===== src/rtl/halloween_effect_ctrl_if.sv =====
// Opcode handshake between the channel sequencer (master) and the effect
// controller (slave).
//   op_valid : master -> slave, opcode present
//   opcode   : master -> slave, 4-bit command {class[1:0], index[1:0]}
//   op_ready : slave -> master, opcode will be accepted this cycle
interface halloween_effect_ctrl_if;
  logic       op_valid;
  logic [3:0] opcode;
  logic       op_ready;

  modport master (
    output op_valid,
    output opcode,
    input  op_ready
  );

  modport slave (
    input  op_valid,
    input  opcode,
    output op_ready
  );
endinterface


===== src/rtl/halloween_effect_ctrl.sv =====
// Decoration effect controller: executes opcodes from the sequencer and
// drives power, LED colour, sound, hand/jaw motion and fog actuators.
// Each timed effect holds for a parameterised number of cycles; illegal
// opcodes pulse err_illegal, legal-but-unusable ones pulse cmd_drop.
// Ports:
//   clk, rst     : clock, asynchronous active-high reset
//   cmd          : opcode handshake (slave side of halloween_effect_ctrl_if)
//   powered      : decoration on
//   color_en     : LEDs lit
//   color        : 00 green, 01 purple, 10 orange
//   sound_on     : sound playing
//   sound_sel    : 00 screaming, 01 cackling, 10 boo
//   wave_hands   : hand actuator
//   move_jaw     : jaw actuator
//   fog          : fog valve
//   err_illegal  : one-cycle pulse, undefined opcode accepted
//   cmd_drop     : one-cycle pulse, legal opcode accepted but discarded
module halloween_effect_ctrl #(
  parameter int unsigned SOUND_CYCLES = 8,
  parameter int unsigned MOVE_CYCLES  = 4,
  parameter int unsigned FOG_CYCLES   = 6,
  parameter int unsigned FOG_COOLDOWN = 10
) (
  input  logic                    clk,
  input  logic                    rst,
  halloween_effect_ctrl_if.slave  cmd,
  output logic                    powered,
  output logic                    color_en,
  output logic [1:0]              color,
  output logic                    sound_on,
  output logic [1:0]              sound_sel,
  output logic                    wave_hands,
  output logic                    move_jaw,
  output logic                    fog,
  output logic                    err_illegal,
  output logic                    cmd_drop
);

  typedef enum logic [1:0] {
    FOG_IDLE,
    FOG_ON,
    FOG_COOL
  } fog_state_e;

  fog_state_e fog_state;
  logic [7:0] sound_tmr;
  logic [7:0] wave_tmr;
  logic [7:0] jaw_tmr;
  logic [7:0] fog_tmr;

  logic [1:0] op_class;
  logic [1:0] op_idx;
  logic       accept;
  logic       is_illegal;
  logic       fog_rearm;

  assign op_class     = cmd.opcode[3:2];
  assign op_idx       = cmd.opcode[1:0];
  assign cmd.op_ready = !(sound_on && (op_class == 2'b10));
  assign accept       = cmd.op_valid && cmd.op_ready;

  always_comb begin
    is_illegal = 1'b0;
    case (cmd.opcode)
      4'b0010, 4'b0011, 4'b0111, 4'b1011, 4'b1111: is_illegal = 1'b1;
      default:                                     is_illegal = 1'b0;
    endcase
  end

  // A fog trigger landing on the edge where the last busy timer expires is
  // taken (load beats decrement), so fog re-arms exactly
  // FOG_CYCLES + FOG_COOLDOWN cycles after the accepting edge.
  assign fog_rearm = (fog_state == FOG_IDLE) ||
                     ((fog_state == FOG_COOL) && (fog_tmr == 8'd1)) ||
                     ((fog_state == FOG_ON) && (fog_tmr == 8'd1) &&
                      (FOG_COOLDOWN == 0));

  // Effect outputs track (next timer != 0) so they are true flops that
  // always equal (timer != 0) of the registered timer.
  always_ff @(posedge clk or posedge rst) begin
    if (rst) begin
      powered     <= 1'b0;
      color_en    <= 1'b0;
      color       <= '0;
      sound_on    <= 1'b0;
      sound_sel   <= '0;
      wave_hands  <= 1'b0;
      move_jaw    <= 1'b0;
      fog         <= 1'b0;
      err_illegal <= 1'b0;
      cmd_drop    <= 1'b0;
      sound_tmr   <= '0;
      wave_tmr    <= '0;
      jaw_tmr     <= '0;
      fog_tmr     <= '0;
      fog_state   <= FOG_IDLE;
    end else begin
      err_illegal <= 1'b0;
      cmd_drop    <= 1'b0;

      if (sound_tmr != '0) begin
        sound_tmr <= sound_tmr - 8'd1;
        sound_on  <= (sound_tmr != 8'd1);
      end
      if (wave_tmr != '0) begin
        wave_tmr   <= wave_tmr - 8'd1;
        wave_hands <= (wave_tmr != 8'd1);
      end
      if (jaw_tmr != '0) begin
        jaw_tmr  <= jaw_tmr - 8'd1;
        move_jaw <= (jaw_tmr != 8'd1);
      end

      case (fog_state)
        FOG_ON: begin
          if (fog_tmr == 8'd1) begin
            fog <= 1'b0;
            if (FOG_COOLDOWN == 0) begin
              fog_state <= FOG_IDLE;
              fog_tmr   <= '0;
            end else begin
              fog_state <= FOG_COOL;
              fog_tmr   <= 8'(FOG_COOLDOWN);
            end
          end else begin
            fog_tmr <= fog_tmr - 8'd1;
          end
        end
        FOG_COOL: begin
          if (fog_tmr == 8'd1) begin
            fog_state <= FOG_IDLE;
            fog_tmr   <= '0;
          end else begin
            fog_tmr <= fog_tmr - 8'd1;
          end
        end
        default: ;
      endcase

      // Command execution comes last so loads override the decrements above.
      if (accept) begin
        if (is_illegal) begin
          err_illegal <= 1'b1;
        end else if (op_class == 2'b00) begin
          if (op_idx == 2'b00) begin
            powered <= 1'b1;
          end else begin
            powered    <= 1'b0;
            color_en   <= 1'b0;
            color      <= '0;
            sound_on   <= 1'b0;
            sound_sel  <= '0;
            wave_hands <= 1'b0;
            move_jaw   <= 1'b0;
            fog        <= 1'b0;
            sound_tmr  <= '0;
            wave_tmr   <= '0;
            jaw_tmr    <= '0;
            fog_tmr    <= '0;
            fog_state  <= FOG_IDLE;
          end
        end else if (!powered) begin
          cmd_drop <= 1'b1;
        end else begin
          case (op_class)
            2'b01: begin
              color_en <= 1'b1;
              color    <= op_idx;
            end
            2'b10: begin
              sound_sel <= op_idx;
              sound_tmr <= 8'(SOUND_CYCLES);
              sound_on  <= 1'b1;
            end
            default: begin
              case (op_idx)
                2'b00: begin
                  wave_tmr   <= 8'(MOVE_CYCLES);
                  wave_hands <= 1'b1;
                end
                2'b01: begin
                  jaw_tmr  <= 8'(MOVE_CYCLES);
                  move_jaw <= 1'b1;
                end
                default: begin
                  if (fog_rearm) begin
                    fog_state <= FOG_ON;
                    fog_tmr   <= 8'(FOG_CYCLES);
                    fog       <= 1'b1;
                  end else begin
                    cmd_drop <= 1'b1;
                  end
                end
              endcase
            end
          endcase
        end
      end
    end
  end

endmodule


===== src/flat_wrapper.sv =====
// flat-port wrapper written by rule: the top's interface ports become plain ports
module halloween_effect_ctrl_flat 
#(
  parameter int unsigned SOUND_CYCLES = 8,
  parameter int unsigned MOVE_CYCLES  = 4,
  parameter int unsigned FOG_CYCLES   = 6,
  parameter int unsigned FOG_COOLDOWN = 10
)
  (clk, rst, powered, color_en, color, sound_on, sound_sel, wave_hands, move_jaw, fog, err_illegal, cmd_drop, cmd_op_valid, cmd_opcode, cmd_op_ready);
  halloween_effect_ctrl_if cmd_i ();
  input  logic clk;
  input  logic rst;
  output logic powered;
  output logic color_en;
  output logic [1:0] color;
  output logic sound_on;
  output logic [1:0] sound_sel;
  output logic wave_hands;
  output logic move_jaw;
  output logic fog;
  output logic err_illegal;
  output logic cmd_drop;
  input wire logic [$bits(cmd_i.op_valid)-1:0] cmd_op_valid;
  input wire logic [$bits(cmd_i.opcode)-1:0] cmd_opcode;
  output wire logic [$bits(cmd_i.op_ready)-1:0] cmd_op_ready;
  assign cmd_i.op_valid = cmd_op_valid;
  assign cmd_i.opcode = cmd_opcode;
  assign cmd_op_ready = cmd_i.op_ready;
  halloween_effect_ctrl #(.SOUND_CYCLES(SOUND_CYCLES), .MOVE_CYCLES(MOVE_CYCLES), .FOG_CYCLES(FOG_CYCLES), .FOG_COOLDOWN(FOG_COOLDOWN)) u_core (.clk(clk), .rst(rst), .cmd(cmd_i), .powered(powered), .color_en(color_en), .color(color), .sound_on(sound_on), .sound_sel(sound_sel), .wave_hands(wave_hands), .move_jaw(move_jaw), .fog(fog), .err_illegal(err_illegal), .cmd_drop(cmd_drop));
endmodule

===== config.mk =====
export PLATFORM = sky130hd
export DESIGN_NAME = halloween_effect_ctrl_flat
export DESIGN_NICKNAME = d
export VERILOG_FILES = /design/src/rtl/halloween_effect_ctrl_if.sv /design/src/rtl/halloween_effect_ctrl.sv /design/src/flat_wrapper.sv
export SDC_FILE = /design/constraint.sdc
export NUM_CORES = 1
export LEC_CHECK = 0
export ABC_AREA = 1
export CAP_MARGIN = 20
export CORE_MARGIN = 2
export CORE_UTILIZATION = 50
export CTS_BUF_LIST = sky130_fd_sc_hd__clkbuf_8
export DETAILED_ROUTE_END_ITERATION = 10
export PLACE_DENSITY = 0.71
export SLEW_MARGIN = 20
export SYNTH_ARGS = -nofsm -noshare
export SYNTH_HDL_FRONTEND = slang
export SYNTH_SLANG_ARGS = --single-unit

===== constraint.sdc =====
create_clock -name clk -period 2.8 [get_ports clk]
set_input_delay 0.7 -clock clk [delete_from_list [all_inputs] [get_ports clk]]
set_output_delay 0.7 -clock clk [all_outputs]
set_load 0.005 [all_outputs]

==> results.py <==
metrics = {
    "placed_design": {
        "dp_slack_ns": 0.0468,
        "place_congestion": 0.907,
        "portBuffers": 19,
        "dp_hpwl_mm": 4.01,
    },
    "floorplanning": {
        "start_util_pct": 51.5,
        "ios": 20,
        "design.core.area_um2": 5510,
        "die_w_um": 79.3,
        "dieArea_um2": 6290,
        "die_y_um": 79.3,
        "rows": 27,
    },
    "outcome": {
        "outcome": "complete, no violations",
    },
    "sta": {
        "setup_ws_ns": 0.0887,
        "rsz0062_at_grt": "no",
        "fin_skew_ns": 0.00761,
        "slew-limit-headroom_pct": 61.0,
        "period_needed_ns": 2.71,
        "max_freq_mhz": 369,
        "finalSetupTns_ns": 0,
        "worst_pin_slew_ns": 0.585,
        "slew_violations": 0,
        "hold_viol": 0,
        "post-route-period-util_pct": 96.8,
        "setup_viol": 0,
    },
    "cts": {
        "root_buffer": "clkbuf_8",
        "postCtsSetupBuffers": 0,
        "cts_tree": "done",
        "htreeDepth": 2,
        "cts_buffers": 5,
        "clk_path_buf_depth": 2,
        "clk_latency_ns": 0.30,
        "path_clk_slew_ns": 0.09,
        "clock-sinks": 46,
    },
    "synthesis": {
        "synth_seq_cells": 46,
        "syn_avg_cell_area_um2": 7.39,
        "yosysTopAreaCell": "dfrtp_1",
        "ys_types": 26,
        "synth_top_cell_area_share_pct": 40.6,
        "syn_nets": 409,
        "synth-seq-area-share_pct": 40.6,
        "ys_warn_count": 0,
        "ys_async_sr_fraction_pct": 100,
        "synthTopCellsByArea": "dfrtp_1, nand2_1, inv_1, ha_1, nor2_1",
        "synth-edff-count": 0,
        "yosys-top-cells-count": "nand2_1, inv_1, dfrtp_1, nor2_1, nand3_1",
        "yosys.cell_count.top_type": "nand2_1",
        "netlist_area_um2": 2840,
        "synthFlopType": "dfrtp_1",
        "synth_cells": 384,
    },
    "grt": {
        "grt_max_degree": 47,
        "grt_pass1_wl_mm": 9.67,
        "grt_use_total_pct": 19.3,
        "antenna_found_initial": 0,
        "grt_pass1_vias": 2186,
        "overflow": 0,
    },
    "route": {
        "wirelength_mm": 5.32,
        "wire_per_inst_um": 11.0,
        "viasPerCell": 4.77,
        "postRouteAntennaNets": 0,
        "drt_iter0_markers": 88,
        "drc": 0,
        "vias": 2314,
        "firstDrtPassIters": 4,
    },
    "worst_setup_path": {
        "start_kind": "input port",
        "endpoint_kind": "output pin",
        "arrival_ns": 2.01,
        "worstPathMaxFanout": 2,
        "required_ns": 2.10,
        "crit_type": "input port to output pin",
    },
    "finish": {
        "insertedDiodeCount": 0,
        "nets": 437,
        "area_growth_pct": 14.0,
        "drive_above_1_share_pct": 6.78,
        "fillers": 506,
        "multi_input_area_um2": 1350,
        "register_area_um2": 1150,
    },
    "run": {
        "maxCapViolCount": 0,
    },
    "worst_hold_path": {
        "hp-class": "flip-flop to flip-flop",
    },
    "power_and_ir_drop": {
        "p_leak_uw": 0.00176,
        "power.density_nw_per_um2": 900,
        "ir_drop_mv": 0.421,
    },
}
cell type report:
class | instances | share of cell area (%)
multi-input combinational | 253 | 41.8
sequential | 46 | 35.6
inverter | 79 | 9.17
timing repair buffer | 27 | 7.74
tap | 72 | 2.79
clock buffer | 5 | 2.13
clock inverter | 3 | 0.735
layout by cell type, fill, tap and decap left out:
master           instances
nand2_1                 83
inv_1                   75
dfrtp_1                 46
nor2_1                  45
nand3_1                 30
clkdlybuf4s50_1         19
a21oi_1                 18
ha_1                    17
o21ai_0                 14
xor2_1                  14
nand4_1                 11
buf_4                    8
nor3_1                   7
clkbuf_8                 5
inv_2                    4
or2_2                    2
o21ai_1                  2
clkinvlp_4               2
nor2_4                   1
and2_1                   1
nor2_2                   1
nand3_2                  1
a21oi_4                  1
nand2_4                  1
nand3b_1                 1
o211ai_1                 1
xnor2_1                  1
ha_2                     1
inv_6                    1
timing repair:
action | CTS | global route
setup endpoints to repair | 0 | 1
resized for setup | 0 | 1
hold buffers | 0 | 0
hold endpoints to repair | 0 | 0
routing by layer:
layer,track usage (%),part of all wire [%]
met1,26.1,50
met2,31.9,47
met3,3.86,2.8
met4,4.66,0.51
met5,0,0
report_power, final:
part	switching, uW	total, uW	internal, uW	leakage, uW
Combinational	807	1390	584	0.00115
Sequential	185	1100	918	0.000575
Clock	238	417	179	0.0000408
Total	1230	2910	1680	0.00176
registers in the layout, summed over array words and instances, names as in the netlist:
register	flops
u_core.fog	1
u_core.sound_on	1
u_core.sound_tmr	8
u_core.jaw_tmr	8
u_core.fog_state	2
u_core.err_illegal	1
u_core.powered	1
u_core.wave_hands	1
u_core.color	2
u_core.fog_tmr	8
u_core.sound_sel	2
u_core.cmd_drop	1
u_core.wave_tmr	8
u_core.move_jaw	1
u_core.color_en	1
kinds of logic (layout without fill, tap and decap cells):
family,after synthesis,after routing,share of synthesized area [%]
buf+inv,85,114,11.8
flops,46,46,40.6
compound gates,36,36,6.84
simple gates,184,184,28.2
fa+ha+maj,18,18,7.94
xor+xnor,15,15,4.63
critical path, cell delays in order:
cell             delay, ns
clkdlybuf4s50_1       0.49
inv_1                 0.07
ha_2                  0.19
nand2_1               0.07
clkdlybuf4s50_1       0.49
stage by stage:
| step | cell area [um2] | hold WS (ns) | instances | total power, uW | utilization, % |
|---|---|---|---|---|---|
| after floorplan | 2840 | 0.476 | 384 | 2170 | - |
| after global placement | 3140 | 0.470 | 477 | 2460 | 57.0 |
| after detailed placement | 3140 | 0.478 | 477 | 2510 | 57.0 |
| after CTS | 3230 | 0.501 | 485 | 2940 | 58.7 |
| after global routing | 3230 | 0.513 | 485 | 3260 | 58.7 |
| final | 3230 | 0.492 | 485 | 2910 | 58.7 |
path summary, 6_finish.rpt:
kind	depth (start not counted)	endpoint	startpoint	slack (ns)
max in group asynchronous	3	u_core.fog_tmr[0]	rst	1.53
worst max-delay path	5	cmd_op_ready	cmd_opcode[2]	0.09
min in group asynchronous	3	u_core.sound_tmr[6]	rst	0.85
worst min register to register	2	u_core.sound_sel[0]	u_core.sound_sel[0]	0.49
worst min-delay path	2	u_core.sound_sel[0]	u_core.sound_sel[0]	0.49
worst max register to register	8	u_core.jaw_tmr[0]	u_core.jaw_tmr[5]	1.20
No activity file was read; power rests on OpenSTA's default activity.
